### src/rtl/alu_pkg.sv
// rtl/alu_pkg.sv - shared opcodes, legality check, command layout and sequencer state encoding
// Purpose: one place for the ALU opcode map so the sequencer and the ALU agree.
// Contents: OP_* opcode localparams, is_legal_op(), cmd_t (22-bit queued command), state_t.
package alu_pkg;

    localparam logic [4:0] OP_PASS_A = 5'b00000;
    localparam logic [4:0] OP_ADDC   = 5'b00001;
    localparam logic [4:0] OP_ADD    = 5'b00010;
    localparam logic [4:0] OP_PASS_B = 5'b00011;
    localparam logic [4:0] OP_AND    = 5'b00100;
    localparam logic [4:0] OP_OR     = 5'b00101;
    localparam logic [4:0] OP_XOR    = 5'b00110;
    localparam logic [4:0] OP_NOT_A  = 5'b00111;
    localparam logic [4:0] OP_SHL    = 5'b01000;
    localparam logic [4:0] OP_SHR    = 5'b10000;
    localparam logic [4:0] OP_ZERO   = 5'b11000;

    localparam int CMD_W = 22;

    typedef struct packed {
        logic [4:0] sel;
        logic [7:0] a;
        logic [7:0] b;
        logic       cin;
    } cmd_t;

    typedef enum logic [1:0] {
        ST_IDLE,
        ST_DRIVE,
        ST_CAPTURE,
        ST_RESP
    } state_t;

    function automatic logic is_legal_op(input logic [4:0] sel);
        case (sel)
            OP_PASS_A, OP_ADDC, OP_ADD, OP_PASS_B, OP_AND, OP_OR,
            OP_XOR, OP_NOT_A, OP_SHL, OP_SHR, OP_ZERO: is_legal_op = 1'b1;
            default:                                   is_legal_op = 1'b0;
        endcase
    endfunction

endpackage

### src/rtl/alu_cmd_fifo.sv
// rtl/alu_cmd_fifo.sv - command queue between the host handshake and the sequencer FSM
// Ports: clk, rst_n (sync, active-low); s_tvalid/s_tready/s_tdata write side;
//        m_tvalid/m_tready/m_tdata read side (m_tdata is the current head, popped on handshake).
module alu_cmd_fifo #(
    parameter int WIDTH = 22,
    parameter int DEPTH = 4
) (
    input  logic             clk,
    input  logic             rst_n,
    input  logic             s_tvalid,
    output logic             s_tready,
    input  logic [WIDTH-1:0] s_tdata,
    output logic             m_tvalid,
    input  logic             m_tready,
    output logic [WIDTH-1:0] m_tdata
);

    localparam int AW = (DEPTH > 1) ? $clog2(DEPTH) : 1;

    logic [WIDTH-1:0] mem_q [DEPTH];
    logic [WIDTH-1:0] mem_d [DEPTH];
    logic [AW-1:0]    wptr_q, wptr_d;
    logic [AW-1:0]    rptr_q, rptr_d;
    logic [AW:0]      count_q, count_d;
    logic             push, pop;

    // Ready depends only on the registered count, so a pop on the same edge
    // never lets a write slip into a full queue.
    assign s_tready = (count_q != (AW+1)'(DEPTH));
    assign m_tvalid = (count_q != '0);
    assign m_tdata  = mem_q[rptr_q];
    assign push     = s_tvalid && s_tready;
    assign pop      = m_tvalid && m_tready;

    always_comb begin
        mem_d   = mem_q;
        wptr_d  = wptr_q;
        rptr_d  = rptr_q;
        count_d = count_q;
        if (push) begin
            mem_d[wptr_q] = s_tdata;
            wptr_d        = wptr_q + AW'(1);
        end
        if (pop) begin
            rptr_d = rptr_q + AW'(1);
        end
        case ({push, pop})
            2'b10:   count_d = count_q + (AW+1)'(1);
            2'b01:   count_d = count_q - (AW+1)'(1);
            default: count_d = count_q;
        endcase
    end

    always_ff @(posedge clk) begin
        if (!rst_n) begin
            wptr_q  <= '0;
            rptr_q  <= '0;
            count_q <= '0;
        end else begin
            wptr_q  <= wptr_d;
            rptr_q  <= rptr_d;
            count_q <= count_d;
        end
    end

    // Storage needs no reset: nothing is read while the count is zero.
    always_ff @(posedge clk) begin
        mem_q <= mem_d;
    end

endmodule

### src/rtl/alu_cmd_sequencer.sv
// rtl/alu_cmd_sequencer.sv - queues ALU commands, drives an external ALU and returns results
// Ports: clk, rst_n (sync, active-low); cmd_valid/cmd_ready + cmd_sel/a/b/cin command in;
//        alu_sel/a/b/cin registered ALU drive, alu_y ALU result in;
//        res_valid/res_ready + res_y/res_err result out; busy = queue non-empty or FSM active.
module alu_cmd_sequencer
    import alu_pkg::*;
#(
    parameter int FIFO_DEPTH = 4,
    parameter int ALU_LAT    = 1
) (
    input  logic       clk,
    input  logic       rst_n,
    input  logic       cmd_valid,
    output logic       cmd_ready,
    input  logic [4:0] cmd_sel,
    input  logic [7:0] cmd_a,
    input  logic [7:0] cmd_b,
    input  logic       cmd_cin,
    output logic [4:0] alu_sel,
    output logic [7:0] alu_a,
    output logic [7:0] alu_b,
    output logic       alu_cin,
    input  logic [7:0] alu_y,
    output logic       res_valid,
    input  logic       res_ready,
    output logic [7:0] res_y,
    output logic       res_err,
    output logic       busy
);

    localparam int CW = (ALU_LAT > 1) ? $clog2(ALU_LAT) : 1;

    state_t          state_q, state_d;
    logic [CW-1:0]   cnt_q, cnt_d;
    logic [4:0]      alu_sel_q, alu_sel_d;
    logic [7:0]      alu_a_q, alu_a_d;
    logic [7:0]      alu_b_q, alu_b_d;
    logic            alu_cin_q, alu_cin_d;
    logic [7:0]      res_y_q, res_y_d;
    logic            res_err_q, res_err_d;

    logic            fifo_tvalid;
    logic            fifo_tready;
    logic [CMD_W-1:0] fifo_tdata;
    cmd_t            head;

    alu_cmd_fifo #(
        .WIDTH (CMD_W),
        .DEPTH (FIFO_DEPTH)
    ) u_fifo (
        .clk      (clk),
        .rst_n    (rst_n),
        .s_tvalid (cmd_valid),
        .s_tready (cmd_ready),
        .s_tdata  ({cmd_sel, cmd_a, cmd_b, cmd_cin}),
        .m_tvalid (fifo_tvalid),
        .m_tready (fifo_tready),
        .m_tdata  (fifo_tdata)
    );

    assign head        = cmd_t'(fifo_tdata);
    // The FSM consumes a command only while idle; the head is popped on that edge.
    assign fifo_tready = (state_q == ST_IDLE);

    always_comb begin
        state_d   = state_q;
        cnt_d     = cnt_q;
        alu_sel_d = alu_sel_q;
        alu_a_d   = alu_a_q;
        alu_b_d   = alu_b_q;
        alu_cin_d = alu_cin_q;
        res_y_d   = res_y_q;
        res_err_d = res_err_q;
        case (state_q)
            ST_IDLE: begin
                if (fifo_tvalid) begin
                    if (is_legal_op(head.sel)) begin
                        alu_sel_d = head.sel;
                        alu_a_d   = head.a;
                        alu_b_d   = head.b;
                        alu_cin_d = head.cin;
                        cnt_d     = CW'(ALU_LAT - 1);
                        state_d   = ST_DRIVE;
                    end else begin
                        // Illegal opcode: answer immediately, leave the ALU drive untouched.
                        res_y_d   = 8'h00;
                        res_err_d = 1'b1;
                        state_d   = ST_RESP;
                    end
                end
            end
            ST_DRIVE: begin
                if (cnt_q == '0) begin
                    state_d = ST_CAPTURE;
                end else begin
                    cnt_d = cnt_q - CW'(1);
                end
            end
            ST_CAPTURE: begin
                res_y_d   = alu_y;
                res_err_d = 1'b0;
                state_d   = ST_RESP;
            end
            ST_RESP: begin
                if (res_ready) begin
                    state_d = ST_IDLE;
                end
            end
            default: state_d = ST_IDLE;
        endcase
    end

    always_ff @(posedge clk) begin
        if (!rst_n) begin
            state_q   <= ST_IDLE;
            cnt_q     <= '0;
            alu_sel_q <= OP_ZERO;
            alu_a_q   <= 8'h00;
            alu_b_q   <= 8'h00;
            alu_cin_q <= 1'b0;
            res_y_q   <= 8'h00;
            res_err_q <= 1'b0;
        end else begin
            state_q   <= state_d;
            cnt_q     <= cnt_d;
            alu_sel_q <= alu_sel_d;
            alu_a_q   <= alu_a_d;
            alu_b_q   <= alu_b_d;
            alu_cin_q <= alu_cin_d;
            res_y_q   <= res_y_d;
            res_err_q <= res_err_d;
        end
    end

    assign alu_sel   = alu_sel_q;
    assign alu_a     = alu_a_q;
    assign alu_b     = alu_b_q;
    assign alu_cin   = alu_cin_q;
    assign res_y     = res_y_q;
    assign res_err   = res_err_q;
    assign res_valid = (state_q == ST_RESP);
    assign busy      = fifo_tvalid || (state_q != ST_IDLE);

endmodule
### config.mk
export PLATFORM = sky130hd
export DESIGN_NAME = alu_cmd_sequencer
export DESIGN_NICKNAME = d
export VERILOG_FILES = /design/src/rtl/alu_pkg.sv /design/src/rtl/alu_cmd_fifo.sv /design/src/rtl/alu_cmd_sequencer.sv
export SDC_FILE = /design/constraint.sdc
export NUM_CORES = 1
export LEC_CHECK = 0
export ABC_AREA = 1
export BUFFER_PORTS_ARGS = -buffer_cell sky130_fd_sc_hd__buf_2
export CELL_PAD_IN_SITES_DETAIL_PLACEMENT = 0
export CELL_PAD_IN_SITES_GLOBAL_PLACEMENT = 1
export CORE_ASPECT_RATIO = 0.75
export CORE_UTILIZATION = 35
export DETAILED_ROUTE_END_ITERATION = 10
export PLACE_DENSITY = 0.63
export REMOVE_ABC_BUFFERS = 1
export SYNTH_ARGS = -nofsm -noshare
export SYNTH_HDL_FRONTEND = slang
export SYNTH_SLANG_ARGS = --single-unit
### constraint.sdc
create_clock -name clk -period 2.9 [get_ports clk]
set_clock_uncertainty 0.1 [all_clocks]
set_input_delay 0.145 -clock clk [delete_from_list [all_inputs] [get_ports clk]]
set_output_delay 0.145 -clock clk [all_outputs]
set_load 0.01 [all_outputs]
==> out/metrics.cfg, run 1 <==
[synthesis]
syn_inst = 467
syn_area_per_cell_um2 = 11.3
synthArstFlopShare = 0
yosysSeqAreaShare = 0.655
syn_area_um2 = 5250
synth_cell_types = 29
yosysWarnings = 0
synth_edf_count = 88
synth-seq-cells = 128
ys.flop_type = edfxtp_1

[pwr]
p_leak_nw = 2.55
power_density_nw_per_um2 = 992
p_sw_mw = 2.38
swShare = 0.362
p_int_mw = 4.19
irDropWorstVdd_v = 0.000465
clkPwrFrac = 0.311
seqPwrFrac = 0.367
p_comb_frac = 0.321

[die]
initial_core_util = 0.361
dieArea_um2 = 15500
die_w_um = 143
coreArea_um2 = 14500
ios = 68
fp-row-count = 38
die_y_um = 108

[drt]
avgViaCountPerCell = 4.67
dr.first_iter.drc_count = 124
firstDrtPassIters = 4
post_drt_wl_per_cell_um = 14.5
remaining_drc_errors = 0
routed_wl_mm = 11.3
drtAntennaViolNets = 0
vias = 3639

[clock_network]
clockBufferDepth = 2
clk_latency_ns = 0.41
cts_root_buffer = clkbuf_16
cts_resized = 0
path_clk_slew_ns = 0.06
htree_levels = 4
postCtsSetupBuffers = 0
cts.sink_count = 128
cts_tree = built
numCtsBuffers = 17
holdBufCountCts = 30

[critical_path]
crit_arrival_ns = 2.46
critPathRequiredTime_ns = 3.10
endpoint_kind = register
r2r_end = alu_sel[2]$_SDFFE_PN0P_
cp_max_fo = 47
ff2ff_path_depth = 10
rrSetupSlack_ns = 0.64
critPathLaunchType = register
rr_startpoint = u_fifo.rptr_q[0]$_SDFFE_PN0P_
crit_type = register to register

[cells_and_area]
nNetsFinal = 611
final_core_util = 0.455
layout-drive-gt1-share = 0.241
areaGrowthSynthToFinish_pct = 26.1
n_antenna_cell = 0

[global_routing]
gr-total-overflow = 0
use_met3 = 0.0430
grtUsageMet2 = 0.261
antenna_found_initial = 0
grtUsageTotal = 0.160
grtUsageMet1 = 0.199
grt_start_max_net_pins = 48
grt_pass1_wl_mm = 18.2
grt_pass1_vias = 3576
grt_busiest_layer = met2

[placed_design]
place_hpwl_mm = 6.46
gp_congestion = 0.730
post-place-ws_ns = 0.668
port_buffers = 67

[sta]
setup_tns_ns = 0
slew_violations = 0
fin_crit_ns = 2.26
fin_crit_sh = 0.779
setup_violations = 0
fmax_ghz = 0.442
worstMarginPinSlew_ns = 0.530
layout_setup_ws_ns = 0.640
relSlewSlack = 0.646
hold_violations = 0
rsz0062_at_grt = false

[worst_hold_path]
holdPathStages = 4
hp-class = input pin to register
worst_hold_path.endpoint = state_q[0]$_SDFFE_PN0P_
hold_path.startpoint = res_ready

[status]
outcome = complete, no violations

[run]
drv_cap = 0

## placed cells by master, fill, tap and decap left out, drive strengths merged
cell,netlist,final
buf,15,76
inv,30,38
dfxtp,40,40
clkinv,1,5
a21oi,30,30
fa,1,1
dlygate4sd3,0,30
nand2,74,74
nand4,4,4
nor2,53,53
o22ai,17,17
clkbuf,10,17
edfxtp,88,88
bufinv,0,1
o21ai,43,43
a21boi,8,8
a31oi,2,2
ha,9,9
clkinvlp,0,2
nand3,42,42
## area by class of cell
cell class	instances	area, um2
multi-input cells	283	1540
clock inverters	15	146
repair buffers	106	703
flip-flops and latches	128	3440
inverters	31	116
well taps	200	250
clock buffers	17	425
fillers	1403	7920
## registers in the layout, indices dropped and copies added (netlist names)
name            count
u_fifo.mem_q       88
alu_a               8
alu_b               8
res_y               8
alu_sel             5
u_fifo.count_q      3
state_q             2
u_fifo.rptr_q       2
u_fifo.wptr_q       2
alu_cin             1
res_err             1
## through the flow
step	instance area (um2)	hold slack, ns	power, mW	instances
final	6630	0.0455	6.58	780
after global routing	6630	0.0699	7.01	780
after CTS	6630	0.0336	6.65	780
after detailed placement	5750	0.266	4.55	718
after global placement	5750	0.260	4.53	718
after floorplan	5090	0.129	3.86	442
## critical path, stage by stage, from the launching register on
cell	delay (ns)
dfxtp_1	0.33
buf_4	0.43
nand2_1	0.12
nand3_1	0.13
nand2_1	0.09
nand3_2	0.15
nand2_4	0.23
nand2_4	0.35
nand2_1	0.09
nand2_1	0.07
nor2_1	0.05
## kinds of logic after synthesis
| logic type | after synthesis | synth area share |
|---|---|---|
| compound gates | 100 | 0.112 |
| fa+ha+maj | 10 | 0.0252 |
| buf+inv | 56 | 0.0531 |
| flops | 128 | 0.655 |
| simple gates | 173 | 0.154 |
## power groups by stage
stage,registers (mW),logic [mW],clock network (mW)
2_1_floorplan,2.57,1.28,0
6_report,2.42,2.11,2.05
3_3_place_gp,2.45,2.08,0
5_1_grt,2.45,2.39,2.17
4_1_cts,2.42,2.14,2.09
3_5_place_dp,2.46,2.10,0
## Yosys cell counts (4+ instances only)
library cell	n	area share
nand2_1	70	0.050
a21oi_2	8	0.013
buf_2	5	0.0048
nand3_1	29	0.028
nand3_2	12	0.023
nor2_1	53	0.038
a21boi_0	7	0.010
o22ai_1	17	0.020
inv_1	28	0.020
o21ai_0	43	0.041
a21oi_1	22	0.021
edfxtp_1	88	0.50
nand4_1	4	0.0048
dfxtp_1	40	0.15
ha_1	9	0.021
clkbuf_1	10	0.0071
buf_4	4	0.0057
## worst max path at each step
stage / from / end / slack [ns] / cells past startpoint
final: u_fifo.rptr_q[0]$_SDFFE_PN0P_ / alu_sel[2]$_SDFFE_PN0P_ / 0.64 / 10
after global routing: u_fifo.rptr_q[0]$_SDFFE_PN0P_ / alu_sel[1]$_SDFFE_PN0P_ / 0.34 / 10
after CTS: u_fifo.rptr_q[0]$_SDFFE_PN0P_ / alu_sel[2]$_SDFFE_PN0P_ / 0.64 / 10
after detailed placement: u_fifo.rptr_q[0]$_SDFFE_PN0P_ / alu_sel[2]$_SDFFE_PN0P_ / 0.67 / 10
after global placement: u_fifo.rptr_q[1]$_SDFFE_PN0P_ / alu_sel[2]$_SDFFE_PN0P_ / 0.67 / 8
after floorplan: u_fifo.rptr_q[0]$_SDFFE_PN0P_ / alu_sel[0]$_SDFFE_PN0P_ / 0.23 / 9
## layer usage
metal,vias to the layer above,part of all wire
met2,77,0.47
met3,12,0.035
met1,1720,0.48
met5,-,0
met4,0,0.011
li1,1830,-
No activity file was read; power rests on OpenSTA's default activity.
==> inputs of run 2 (changes only) <==
--- a/config.mk
+++ b/config.mk
@@ -12,7 +12,7 @@
 export CORE_ASPECT_RATIO = 0.75
 export CORE_UTILIZATION = 35
 export DETAILED_ROUTE_END_ITERATION = 10
-export PLACE_DENSITY = 0.63
+export PLACE_DENSITY = 0.66
 export REMOVE_ABC_BUFFERS = 1
 export SYNTH_ARGS = -nofsm -noshare
 export SYNTH_HDL_FRONTEND = slang
==> constraint.sdc (replaced) <==
create_clock -name clk -period 1.8 [get_ports clk]
set_clock_uncertainty 0.1 [all_clocks]
set_input_delay 0.09 -clock clk [delete_from_list [all_inputs] [get_ports clk]]
set_output_delay 0.09 -clock clk [all_outputs]
set_load 0.01 [all_outputs]
==> run 2 against run 1 <==
The flow now finishes with violations (setup timing). Clock power up 61%. Register-to-register slack worse by 0.71 ns. First-iteration DRC count up 73%. Worst hold slack better by 0.0098 ns. Sequential share of layout area down 3.0 points. Non-clock buffer count up 33. Via count up 3.5%. Highest routed layer unchanged. Cell area up 6.3%.
==> out/metrics.cfg, run 2 (same netlist as run 1, synthesis figures left out) <==
[status]
outcome = finished, violations left
violations = setup timing

[global_routing]
antenna_found_initial = 0
grt_pass1_wl_mm = 18.8
grtUsageTotal = 0.166
gr-total-overflow = 0
grt_pass1_vias = 3628
grt_start_max_net_pins = 35

[pwr]
finalPower_mw = 11.5
irDropWorstVdd_v = 0.000749
p_leak_nw = 2.73
power_density_nw_per_um2 = 1630

[cells_and_area]
largest_reg_flops = 88
multi_input_area_um2 = 1580
final_common_cell = edfxtp_1
final_core_util = 0.484
layout_common_cells = edfxtp_1, nand2_1, buf_2
n_antenna_cell = 0
layout-drive-gt1-share = 0.295
nNetsFinal = 645
seqCellArea_um2 = 3450
top_register = u_fifo.mem_q
areaGrowthSynthToFinish_pct = 34.1
fillCellCount = 1352
fin_area_um2 = 7050

[drt]
met2WireLength_mm = 5.64
remaining_drc_errors = 0
firstDrtPassIters = 6
post_drt_wl_per_cell_um = 14.9
wl_met1_mm = 5.72
avgViaCountPerCell = 4.63
wl_met3_um = 627
dr.first_iter.drc_count = 215
vias = 3767
routed.top_layer = met4
routed_wl_mm = 12.1
drtAntennaViolNets = 0

[sta]
slew_violations = 0
fmax_ghz = 0.535
layout_setup_ws_ns = -0.0703
relSlewSlack = 0.772
setup_violations = 2
hold_violations = 0
setup_tns_ns = -0.130
fin_crit_ns = 1.87
worstMarginPinSlew_ns = 0.341
fin_crit_sh = 1.04
rsz0062_at_grt = true

[placed_design]
port_buffers = 67
dpl_cell_area_um2 = 6010
gp_congestion = 0.770
place_hpwl_mm = 7.17

[critical_path]
cp_cell_sequence = inv_2 > ha_4 > inv_4 > a31oi_4 > ha_2 > inv_2 > fa_2 > nor2_1 > a21oi_1 > nor2_1
crit_arrival_ns = 2.06
critPathRequiredTime_ns = 1.99
worst_path_dominant_cell_family = adder cells
endpoint_kind = register
cp_slowest_cell = fa_2
critPathMaxStageDelay_ns = 0.51
crit_buf_inv = 3
critPathLaunchType = register
cp_max_fo = 2
crit_type = register to register

[clock_network]
cts_root_buffer = clkbuf_16
cts_tree = built
clockBufferDepth = 2
cts.sink_count = 128
htree_levels = 4
clk_latency_ns = 0.41
path_clk_slew_ns = 0.06
numCtsBuffers = 17

[die]
die_y_um = 108
ios = 68
coreArea_um2 = 14500
fp-row-count = 38
initial_core_util = 0.361
dieArea_um2 = 15500
die_w_um = 143

[run]
drv_cap = 0

[worst_hold_path]
hp-class = input pin to register

run 2: changes by cell type in the layout (fill, tap and decap cells not counted), sizes merged, moves of 2 or more:
cell,previous run,this run
buf,76,106
inv,38,31
clkinv,5,8
clkinvlp,2,5
dlygate4sd3,30,32
run 2: per-stage QoR:
stage / worst slack [ns] / std cells / hold WS [ns]
after floorplan: -0.867 / 442 / 0.0745
after global placement: -0.0919 / 741 / 0.205
after detailed placement: -0.148 / 741 / 0.206
after CTS: -0.0753 / 812 / 0.0386
after global routing: -0.204 / 814 / 0.0782
final: -0.0703 / 814 / 0.0553
run 2: path summary, 6_finish.rpt:
kind / from / to / slack (ns) / cells after the start
setup reg to reg: state_q[1]$_SDFFE_PN0P_ / u_fifo.count_q[1]$_SDFFE_PN0P_ / -0.07 / 10
setup / recovery: state_q[1]$_SDFFE_PN0P_ / u_fifo.count_q[1]$_SDFFE_PN0P_ / -0.07 / 10
hold / removal: cmd_valid / u_fifo.wptr_q[0]$_SDFFE_PN0P_ / 0.06 / 4
hold reg to reg: alu_cin$_SDFFE_PN0P_ / alu_cin$_SDFFE_PN0P_ / 0.36 / 2
run 2: worst min-delay path, cell delays in order:
cell and delay, ns:
buf_2 0.09, nand2_1 0.09, buf_4 0.17, a21oi_1 0.07
run 2: cell type report:
class,instances,area share
Clock buffer,17,0.0604
Clock inverter,15,0.0206
Inverter,31,0.0169
Multi-Input combinational cell,284,0.224
Sequential cell,128,0.489
Tap cell,200,0.0355
Timing Repair Buffer,139,0.153
run 2: layer usage:
metal	vias up	global-route usage
li1	1902	-
met3	6	0.0421
met5	-	0
met4	0	0.0707
met1	1770	0.215
met2	89	0.266
run 2: timing repair:
action | 4_1_cts | 5_1_grt
gates cloned | 1 | 1
hold buffers | 32 | 0
gates resized for setup | 15 | 9
endpoints found under the setup margin | 32 | 33
endpoints found under the hold margin | 102 | 0
setup buffers | 6 | 1
pin swaps | 4 | 4
run 2: report_power, final:
group	switching (mW)	total, mW	internal (mW)	leakage [nW]
logic	2.51	4.29	1.78	1.34
clock network	1.28	3.30	2.02	0.264
registers	0.200	3.90	3.70	1.14
==> inputs of run 3 (changes only) <==
--- a/config.mk
+++ b/config.mk
@@ -5,14 +5,14 @@
 export SDC_FILE = /design/constraint.sdc
 export NUM_CORES = 1
 export LEC_CHECK = 0
-export ABC_AREA = 1
+export ABC_AREA = 0
 export BUFFER_PORTS_ARGS = -buffer_cell sky130_fd_sc_hd__buf_2
 export CELL_PAD_IN_SITES_DETAIL_PLACEMENT = 0
 export CELL_PAD_IN_SITES_GLOBAL_PLACEMENT = 1
 export CORE_ASPECT_RATIO = 0.75
 export CORE_UTILIZATION = 35
 export DETAILED_ROUTE_END_ITERATION = 10
-export PLACE_DENSITY = 0.66
+export PLACE_DENSITY = 0.63
 export REMOVE_ABC_BUFFERS = 1
 export SYNTH_ARGS = -nofsm -noshare
 export SYNTH_HDL_FRONTEND = slang
==> run 3 against run 2 <==
The run still ends with setup timing left. Synthesized cell count down 32%. Worst hold slack worse by 0.0070 ns. Cell count down 20%. Via count down 20%. Clock power up 4%. Fmax down 13%. Combinational power down 32%. Non-clock buffer count down 1. Sequential share of layout area up 0.89 points.
==> out/metrics.cfg, run 3 <==
[sta]
hold_violations = 0
layout_setup_ws_ns = -0.342
worstMarginPinSlew_ns = 0.552
setup_violations = 34
fmax_ghz = 0.467
relSlewSlack = 0.631
slew_violations = 0
rsz0062_at_grt = true
fin_crit_ns = 2.14
fin_crit_sh = 1.19

[synthesis]
syn_area_um2 = 4980
synth_edf_count = 88
synth_top_cells_by_count = edfxtp_1, nand2_1, dfxtp_1
yosysSeqAreaShare = 0.691
yosysWarnings = 0
synth-seq-cells = 128
synth_most_common_cell = edfxtp_1
syn_inst = 318
yosysTopAreaCell = edfxtp_1
yosys.area.top_type_share = 0.530
synth_cell_types = 34
synthArstFlopShare = 0
syn_area_per_cell_um2 = 15.7
synth_area_leaders = edfxtp_1, dfxtp_1, mux4_2
ys.flop_type = edfxtp_1

[global_routing]
grt_pass1_wl_mm = 16.0
antenna_found_initial = 0
grt_start_max_net_pins = 69
grt_pass1_vias = 3120
grtUsageTotal = 0.147
gr-total-overflow = 0

[worst_hold_path]
hp-class = input pin to register

[die]
dieArea_um2 = 14700
ios = 68
coreArea_um2 = 13800
die_y_um = 105
initial_core_util = 0.361
fp-row-count = 37
die_w_um = 140

[critical_path]
critPathRequiredTime_ns = 2.04
critPathMaxStageDelay_ns = 0.39
endpoint_kind = register
rrSetupSlack_ns = -0.34
cp_slowest_cell = or3b_4
worst_path_dominant_cell_family = simple AND/OR/NAND/NOR gates
critPathLaunchType = register
crit_arrival_ns = 2.38
cp_cell_sequence = or3b_4 > and2_4 > inv_4 > ha_4 > inv_2 > fa_2 > xor2_1 > or3_1 > a21boi_1
cp_max_fo = 2
crit_buf_inv = 2
crit_type = register to register

[pwr]
p_leak_nw = 2.77
clkPwrFrac = 0.338
p_sw_mw = 2.80
p_int_mw = 7.34
finalPower_mw = 10.1
seqPwrFrac = 0.374
p_comb_frac = 0.289
power_density_nw_per_um2 = 1460
swShare = 0.276
irDropWorstVdd_v = 0.000766

[clock_network]
cts_tree = built
clk_latency_ns = 0.41
htree_levels = 4
cts.sink_count = 128
cts_root_buffer = clkbuf_16
path_clk_slew_ns = 0.05
numCtsBuffers = 17
clockBufferDepth = 2

[placed_design]
post-place-ws_ns = -0.535
dpl_cell_area_um2 = 5790
place_hpwl_mm = 5.94
port_buffers = 67
gp_congestion = 0.724

[status]
outcome = finished, violations left
violations = setup timing

[drt]
firstDrtPassIters = 4
post_drt_wl_per_cell_um = 15.4
drtAntennaViolNets = 0
vias = 3032
avgViaCountPerCell = 4.67
dr.first_iter.drc_count = 117
remaining_drc_errors = 0
routed_wl_mm = 9.98

[cells_and_area]
final_common_cell = edfxtp_1
n_antenna_cell = 0
fillCellCount = 1184
top_register = u_fifo.mem_q
multi_input_area_um2 = 1560
areaGrowthSynthToFinish_pct = 39.0
layout_common_cells = edfxtp_1, buf_2, nand2_1
layout-drive-gt1-share = 0.392
fin_area_um2 = 6920
seqCellArea_um2 = 3450
final_core_util = 0.502
largest_reg_flops = 88
nNetsFinal = 505

[run]
drv_cap = 0

-- run 3: per-stage QoR --
stage,setup TNS [ns],cells,hold WS (ns)
floorplan,-39.73,303,0.0618
global placement,-8.90,579,0.203
detailed placement,-9.58,579,0.211
CTS,-6.44,645,0.0306
global route,-10.39,649,0.0482
finish,-7.83,649,0.0483
-- run 3: worst paths after layout --
path	startpoint	to	cells after the start
worst max-delay path	u_fifo.count_q[0]$_SDFFE_PN0P_	u_fifo.count_q[2]$_SDFFE_PN0P_	9
worst min-delay path	rst_n	alu_sel[3]$_SDFFE_PN1P_	3
worst max register to register	u_fifo.count_q[0]$_SDFFE_PN0P_	u_fifo.count_q[2]$_SDFFE_PN0P_	9
worst min register to register	alu_a[3]$_SDFFE_PN0P_	alu_a[3]$_SDFFE_PN0P_	2
-- run 3: layout make-up --
type,count,area share
clock buffer,21,0.0712
clock inverter,11,0.0155
inverter,9,0.00524
multi-input combinational,167,0.226
sequential,128,0.498
tap,175,0.0316
timing repair buffer,138,0.152
-- run 3: worst register-to-register path, stage by stage (launching register included) --
cell,delay (ns)
dfxtp_2,0.31
or3b_4,0.39
and2_4,0.16
inv_4,0.06
ha_4,0.13
inv_2,0.03
fa_2,0.32
xor2_1,0.15
or3_1,0.30
a21boi_1,0.12
-- run 3: timing repair --
action,in CTS,in global routing
hold buffers,30,0
setup endpoints to repair,35,35
endpoints found under the hold margin,96,0
pin swaps,16,5
gates cloned,1,1
setup buffers,3,3
resized for setup,30,9
-- run 3: power groups by stage --
stage	Sequential (mW)	Clock, mW	Combinational [mW]
after floorplan	3.97	0	1.27
after global placement	3.82	0	2.43
after detailed placement	3.84	0	2.44
after CTS	3.79	3.48	2.80
after global routing	3.84	3.61	3.19
final	3.79	3.43	2.93
-- run 3: layer usage --
metal  GRT usage  wire, um
met1       0.188      4750
met2       0.233      4730
met3      0.0327       338
met4      0.0848       165
met5           0         0
-- run 3: logic make-up (layout without fill, tap and decap cells) --
family / Yosys count / count (layout) / share of synthesized area
mux: 43 / 43 / 0.142
simple gates: 85 / 85 / 0.0743
compound gates: 23 / 24 / 0.0367
flops: 128 / 128 / 0.691
fa+ha+maj: 10 / 10 / 0.0266
buf+inv: 24 / 179 / 0.0208
xor+xnor: 5 / 5 / 0.00879
